$ cat config.mk
export PLATFORM = sky130hd
export DESIGN_NAME = clk_div_multi
export DESIGN_NICKNAME = d
export VERILOG_FILES = /design/src/rtl/clk_div_multi.sv
export SDC_FILE = /design/constraint.sdc
export NUM_CORES = 1
export LEC_CHECK = 0
export CORE_MARGIN = 5
export CORE_UTILIZATION = 54
export DETAILED_ROUTE_END_ITERATION = 8
export PLACE_DENSITY = 0.77
export SYNTH_ARGS = -nofsm -noshare
export SYNTH_HDL_FRONTEND = slang
export SYNTH_SLANG_ARGS = --single-unit
$ cat constraint.sdc
create_clock -name inp_clk -period 2 [get_ports inp_clk]
set_clock_uncertainty 0.1 [all_clocks]
set_input_delay 0.6 -clock inp_clk [delete_from_list [all_inputs] [get_ports inp_clk]]
set_output_delay 0.6 -clock inp_clk [all_outputs]
set_load 0.02 [all_outputs]
$ cat src/rtl/clk_div_multi.sv
// Multi-channel programmable clock divider: NUM_CH independent 50% square waves
// with rise strobes, runtime half-period load, global enable and global re-align.
module clk_div_lane #(
    parameter int CNT_W        = 25,
    parameter int DEFAULT_HALF = 8333333
) (
    input  logic             inp_clk,
    input  logic             rst_n,
    input  logic             en,
    input  logic             sync,
    input  logic             ld,
    input  logic [CNT_W-1:0] ld_val,
    output logic             out_clk,
    output logic             tick
);
    logic [CNT_W-1:0] half;
    logic [CNT_W-1:0] cnt;

    always_ff @(posedge inp_clk) begin
        if (!rst_n) begin
            half    <= CNT_W'(DEFAULT_HALF);
            cnt     <= '0;
            out_clk <= 1'b0;
            tick    <= 1'b0;
        end else begin
            // half is written even when sync wins the cnt/out_clk update
            if (ld) half <= ld_val;
            if (sync) begin
                cnt     <= '0;
                out_clk <= 1'b0;
                tick    <= 1'b0;
            end else if (ld) begin
                cnt  <= '0;
                tick <= 1'b0;
            end else if (en) begin
                if (cnt >= half) begin
                    cnt     <= '0;
                    out_clk <= ~out_clk;
                    tick    <= ~out_clk;
                end else begin
                    cnt  <= cnt + CNT_W'(1);
                    tick <= 1'b0;
                end
            end else begin
                tick <= 1'b0;
            end
        end
    end
endmodule

module clk_div_multi #(
    parameter int NUM_CH       = 2,
    parameter int CNT_W        = 25,
    parameter int DEFAULT_HALF = 8333333
) (
    input  logic              inp_clk,
    input  logic              rst_n,
    input  logic              en,
    input  logic              sync,
    input  logic              ld,
    input  logic [2:0]        ld_ch,
    input  logic [CNT_W-1:0]  ld_val,
    output logic [NUM_CH-1:0] out_clk,
    output logic [NUM_CH-1:0] tick
);
    // An out-of-range ld_ch matches no lane, so the load is dropped
    for (genvar gi = 0; gi < NUM_CH; gi++) begin : g_lane
        clk_div_lane #(
            .CNT_W       (CNT_W),
            .DEFAULT_HALF(DEFAULT_HALF)
        ) u_lane (
            .inp_clk(inp_clk),
            .rst_n  (rst_n),
            .en     (en),
            .sync   (sync),
            .ld     (ld && (ld_ch == 3'(gi))),
            .ld_val (ld_val),
            .out_clk(out_clk[gi]),
            .tick   (tick[gi])
        );
    end
endmodule
Word level (Yosys, flattened, before mapping)
Cells that the tools add are included.

storage, ports and cells
  bits in registers = 104
  input port bits = 33
  output and inout bits = 4
  word-level logic and storage cells = 33

cells by class
  add/subtract/negate cells = 2
  magnitude comparators = 2
  eq/ne operators = 1
  multiplexer cells = 2
  bitwise logic cells = 8
  reduce and logical (&&, ||, !) cells = 10

operators by type and width
  operator               number
  $add 25x1->25 const B  2
  $ge 25x25->1           2
  $mux 25                2
  $reduce_or 5->1        2
  $not 1->1              8
  $reduce_and 3->1       2
  $reduce_or 3->1        2
  $eq 3x1->1 const B     1
  $logic_not 3->1        1
  $logic_and 1x1->1      2
  $reduce_or 2->1        1

Depth between registers and ports, before layout
  word-level depth = 4
  mapped depth = 10
  gate-level depth less buffers = 8

Cells and area by module
From an unflattened synthesis, not the netlist that was laid out.

unflattened totals
  cells, all modules = 633
  area, all modules = 5,851.9 um2

modules (own cells, without submodules)
  module                            times used  cells an instance  area each (um2)  seq. area each (um2)
  clk_div_lane at g_lane[1].u_lane  1           322                2,959.1          1,041.0
  clk_div_lane at g_lane[0].u_lane  1           309                2,865.2          1,041.0
  clk_div_multi                     1           2                  27.5             0.0

Least setup slack after synthesis
Ideal clock, no wire load.

  path type = reg-to-reg
  start point = register g_lane[0].u_lane.cnt[2]
  end point = register g_lane[0].u_lane.out_clk
  setup time = 0.121 ns
  data arrival time = 2.004 ns
  slack = -0.225 ns
  stages on the path, launching flop included = 9
  buffers on the path = 1
  period minus slack after synthesis = 2.225 ns
  cell sequence = dfxtp_1 ha_1 a21oi_2 a21boi_1 o211a_1 o41ai_4 a21oi_4 buf_6 o2bb2ai_1

between the ends
  longest elaborated chain between the ends = 2

ends and longest elaborated chain
  element                     line  text
  start: declaration          17    logic [CNT_W-1:0] cnt;
  start signal: assignment    41    cnt <= cnt + CNT_W'(1);
  $ge 25x25->1                36    if (cnt >= half) begin
  $reduce_and 3->1 (no line)  -
  end signal: assignment      38    out_clk <= ~out_clk;
  end: declaration            13    output logic out_clk,

No other way between the ends.
A chain may end at the register's enable or synchronous reset.

Final worst setup path
  start point = register g_lane[1].u_lane.half[12]
  end point = register g_lane[1].u_lane.out_clk

between the ends
  longest elaborated chain between the ends = 2

ends and longest elaborated chain
  element                     line  text
  start: declaration          16    logic [CNT_W-1:0] half;
  start signal: assignment    21    half <= CNT_W'(DEFAULT_HALF);
  start signal: assignment    27    if (ld) half <= ld_val;
  $ge 25x25->1                36
  $reduce_and 3->1 (no line)  -
  end signal: assignment      38
  end: declaration            13

No other way between the ends.

==> flow_metrics.env <==
export IMPL_ys_flop_type="sky130_fd_sc_hd__dfxtp_1"
export IMPL_weighted_congestion_at_the_end_of_routability_driven_global_placement=0.856
export IMPL_hold_vio_cnt_final=0
export IMPL_pre_cts_ws_ps=-617
export IMPL_post_route_drc_count=0
export IMPL_synthDistinctLibCells=46
export IMPL_die_w_um=113
export IMPL_synth_edff_count=0
export IMPL_totalNegativeSetupSlack_ps=-10780
export IMPL_start_util=0.553
export IMPL_worst_slew_margin_rel=0.673
export IMPL_timing_hold_worst_class="flop to flop"
export IMPL_synth_avg_cell_area_sq_um=8.59
export IMPL_timing_fmax_mhz=446
export IMPL_fp_row_count=37
export IMPL_cts_tree="done"
export IMPL_critical_path_reg2reg_startpoint="g_lane[1].u_lane.half[12]"
export IMPL_power_internal_w=0.00304
export IMPL_drt_pass1_iter_count=7
export IMPL_max_clock_buf_depth=2
export IMPL_reg2reg_depth=9
export IMPL_sw_frac_of_total=0.235
export IMPL_netlist_area_leader_share=0.367
export IMPL_p_per_area_mw_per_mm2=507
export IMPL_finalSetupViolCount=54
export IMPL_cts_hold_buf=0
export IMPL_numPortBuffers=36
export IMPL_synth_area_leaders="sky130_fd_sc_hd__dfxtp_1, sky130_fd_sc_hd__ha_1, sky130_fd_sc_hd__nand2_1"
export IMPL_io_pins=37
export IMPL_register_area_sq_mm=0.00213
export IMPL_timing_max_cap_violations=0
export IMPL_core_area_sq_mm=0.0103
export IMPL_route_detailed_wl_per_inst_um=17.0
export IMPL_hpwl_mm=10.6
export IMPL_multiInputGateArea_sq_mm=0.00375
export IMPL_vdd_ir_drop_max_v=0.000384
export IMPL_share_of_async_settable_or_async_resettable_flops_after_synthesis=0
export IMPL_buffer_type_at_the_clock_tree_root="sky130_fd_sc_hd__clkbuf_8"
export IMPL_final_net_count=879
export IMPL_routed_via_count=5233
export IMPL_htree_levels=3
export IMPL_placement_cell_area_sq_mm=0.00694
export IMPL_timing_critical_path_from_type="flop"
export IMPL_grt_start_max_net_pins=51
export IMPL_layout_cells_most_common="sky130_fd_sc_hd__nand2_1"
export IMPL_synth_largest_area_cell="sky130_fd_sc_hd__dfxtp_1"
export IMPL_layout_core_utilization=0.763
export IMPL_critical_path_peak_fanout=22
export IMPL_final_cell_mix="sky130_fd_sc_hd__nand2_1, sky130_fd_sc_hd__buf_4, sky130_fd_sc_hd__dfxtp_1, sky130_fd_sc_hd__inv_1, sky130_fd_sc_hd__dfxtp_2"
export IMPL_syn_area_sq_mm=0.00568
export IMPL_crit_path_end_kind="flop"
export IMPL_timing_setup_critical_path_class="flop to flop"
export IMPL_grt_overflow_total=0
export IMPL_status="complete, but fails checks"
export IMPL_rsz0062_at_grt="true"
export IMPL_flow_area_growth_from_synthesis_pct=38.1
export IMPL_r2r_slack_ps=-240
export IMPL_total_wire_length_mm=15.9
export IMPL_synth_seq_cells=104
export IMPL_power_static_leakage_nw=3.16
export IMPL_worst_endpoint_arrival_ps=2430
export IMPL_hold_worst_slack_ps=370
export IMPL_min_delay_path_depth=2
export IMPL_dieHeight_um=113
export IMPL_cts_inserted_buffers=9
export IMPL_cts_num_sinks=104
export IMPL_ys_seq_area_frac=0.367
export IMPL_layout_cell_area_non_filler_sq_mm=0.00785
export IMPL_drtAntennaViolNets=0
export IMPL_avgViaCountPerCell=5.60
export IMPL_drive_above_1_share=0.331
export IMPL_die_area_sq_mm=0.0127
export IMPL_final_min_clock_period_ps=2240
export IMPL_number_of_global_route_vias_before_repair=5269
export IMPL_synth_cells=661
export IMPL_clk_transition_reported_paths_ps=100
export IMPL_detail_route_iter0_violations=303
export IMPL_syn_nets=746
export IMPL_r2r_end="g_lane[1].u_lane.out_clk"
export IMPL_grt_total_usage=0.245
export IMPL_grt_first_pass_wirelength_mm=25.4
export IMPL_clock_latency_reported_for_the_late_side_of_the_worst_skew_pair_ps=360
export IMPL_filler_cell_count=650
export IMPL_final_min_period_over_clock_period=1.12
export IMPL_timing_critical_path_from="g_lane[1].u_lane.half[12]"
export IMPL_crit_required_ps=2190
export IMPL_capture_point_of_the_critical_path="g_lane[1].u_lane.out_clk"
export IMPL_p_sw_w=0.000934
export IMPL_antenna_cell_count=0
export IMPL_yosysWarnings=0
export IMPL_comb_power_share=0.088
export IMPL_pwr_share_clk=0.381
export IMPL_finalMaxSlewViolations=0
export IMPL_violated_checks="negative setup slack"
export IMPL_power_sequential_fraction=0.531
export IMPL_worst_slew_pin_slew_ps=491
export IMPL_grt_antenna_before_repair=0
export IMPL_fin_ws_ps=-242
==> synthesized netlist by cell type (all sizes together), types with 2 or more instances <==
master and count:
nand3 28, a21oi 24, and3 8, xnor2 19, nor2 21, nand2 116
a21boi 28, o211a 2, nor3 48, a31oi 5, nor4 6, o2bb2ai 2
o21ai 5, a221o 2, and2 3, and4 5, o211ai 24, inv 58
a21o 6, a211oi 3, xor2 21, ha 52, dfxtp 104, clkbuf 20
buf 12, nor2b 4, nand4 25
==> worst max-delay path, cell delays in order, from the launching register on <==
cell and delay [ps]:
sky130_fd_sc_hd__dfxtp_2 360, sky130_fd_sc_hd__inv_2 50, sky130_fd_sc_hd__ha_4 260, sky130_fd_sc_hd__nand4_1 170
sky130_fd_sc_hd__nor4_4 360, sky130_fd_sc_hd__a222oi_1 160, sky130_fd_sc_hd__o211a_1 200, sky130_fd_sc_hd__a21oi_2 200
sky130_fd_sc_hd__buf_12 180, sky130_fd_sc_hd__o2bb2ai_1 120
==> state kept, by name, indices dropped and copies added, names as in the netlist <==
register	flops
g_lane.u_lane.cnt	50
g_lane.u_lane.half	50
g_lane.u_lane.out_clk	2
g_lane.u_lane.tick	2
==> area by class of cell <==
class                   count  share of cell area
multi-input cells         466               0.478
flip-flops and latches    104               0.272
repair buffers            154               0.172
inverters                  59              0.0282
well taps                 136              0.0217
clock buffers              11              0.0193
clock inverters             4             0.00973
==> metrics by stage <==
step,total power [W],std cells
2_1_floorplan,0.00229,661
3_3_place_gp,0.00245,909
3_5_place_dp,0.00247,909
4_1_cts,0.00395,932
5_1_grt,0.00411,934
6_report,0.00398,934
==> kinds of logic (layout without fill, tap and decap cells) <==
group | count (synthesis) | count (layout) | share of synthesized area
and+or+nand+nor | 269 | 269 | 0.252
DFF | 104 | 104 | 0.367
xor gates and xnor gates | 40 | 40 | 0.0617
AOI/OAI and AO/OA | 105 | 105 | 0.138
buffers and inverters | 91 | 228 | 0.0676
adders and majority gates | 52 | 52 | 0.115
==> what timing repair did <==
action / 4_1_cts / 5_1_grt
hold endpoints to repair: 0 / 0
gates resized for setup: 74 / 49
gates cloned: 0 / 1
pin swaps: 32 / 14
setup buffers: 8 / 1
endpoints found under the setup margin: 57 / 56
==> metal layers <==
layer | vias to the layer above | wire length, um | global-route usage
met5 | - | 0 | 0
met4 | 0 | 501 | 0.0833
met3 | 44 | 650 | 0.0383
met2 | 132 | 8180 | 0.436
met1 | 2508 | 6570 | 0.300
li1 | 2549 | - | -
==> worst min path at each step <==
stage,start,to,slack (ps)
3_5_place_dp,g_lane[1].u_lane.half[23],g_lane[1].u_lane.half[23],360
2_1_floorplan,g_lane[0].u_lane.half[1],g_lane[0].u_lane.half[1],340
5_1_grt,g_lane[0].u_lane.half[1],g_lane[0].u_lane.half[1],380
3_3_place_gp,g_lane[0].u_lane.half[14],g_lane[0].u_lane.half[14],350
6_report,g_lane[0].u_lane.half[8],g_lane[0].u_lane.half[8],370
4_1_cts,g_lane[0].u_lane.half[8],g_lane[0].u_lane.half[8],370
==> power groups by stage <==
stage,Sequential (W),Clock [W],Combinational (W)
floorplan,0.00216,0,0.000135
global placement,0.00216,0,0.000296
detailed placement,0.00216,0,0.000307
CTS,0.00211,0.00151,0.000328
global route,0.00212,0.00161,0.000377
finish,0.00211,0.00151,0.000351
(Power assumes the default switching activity.)
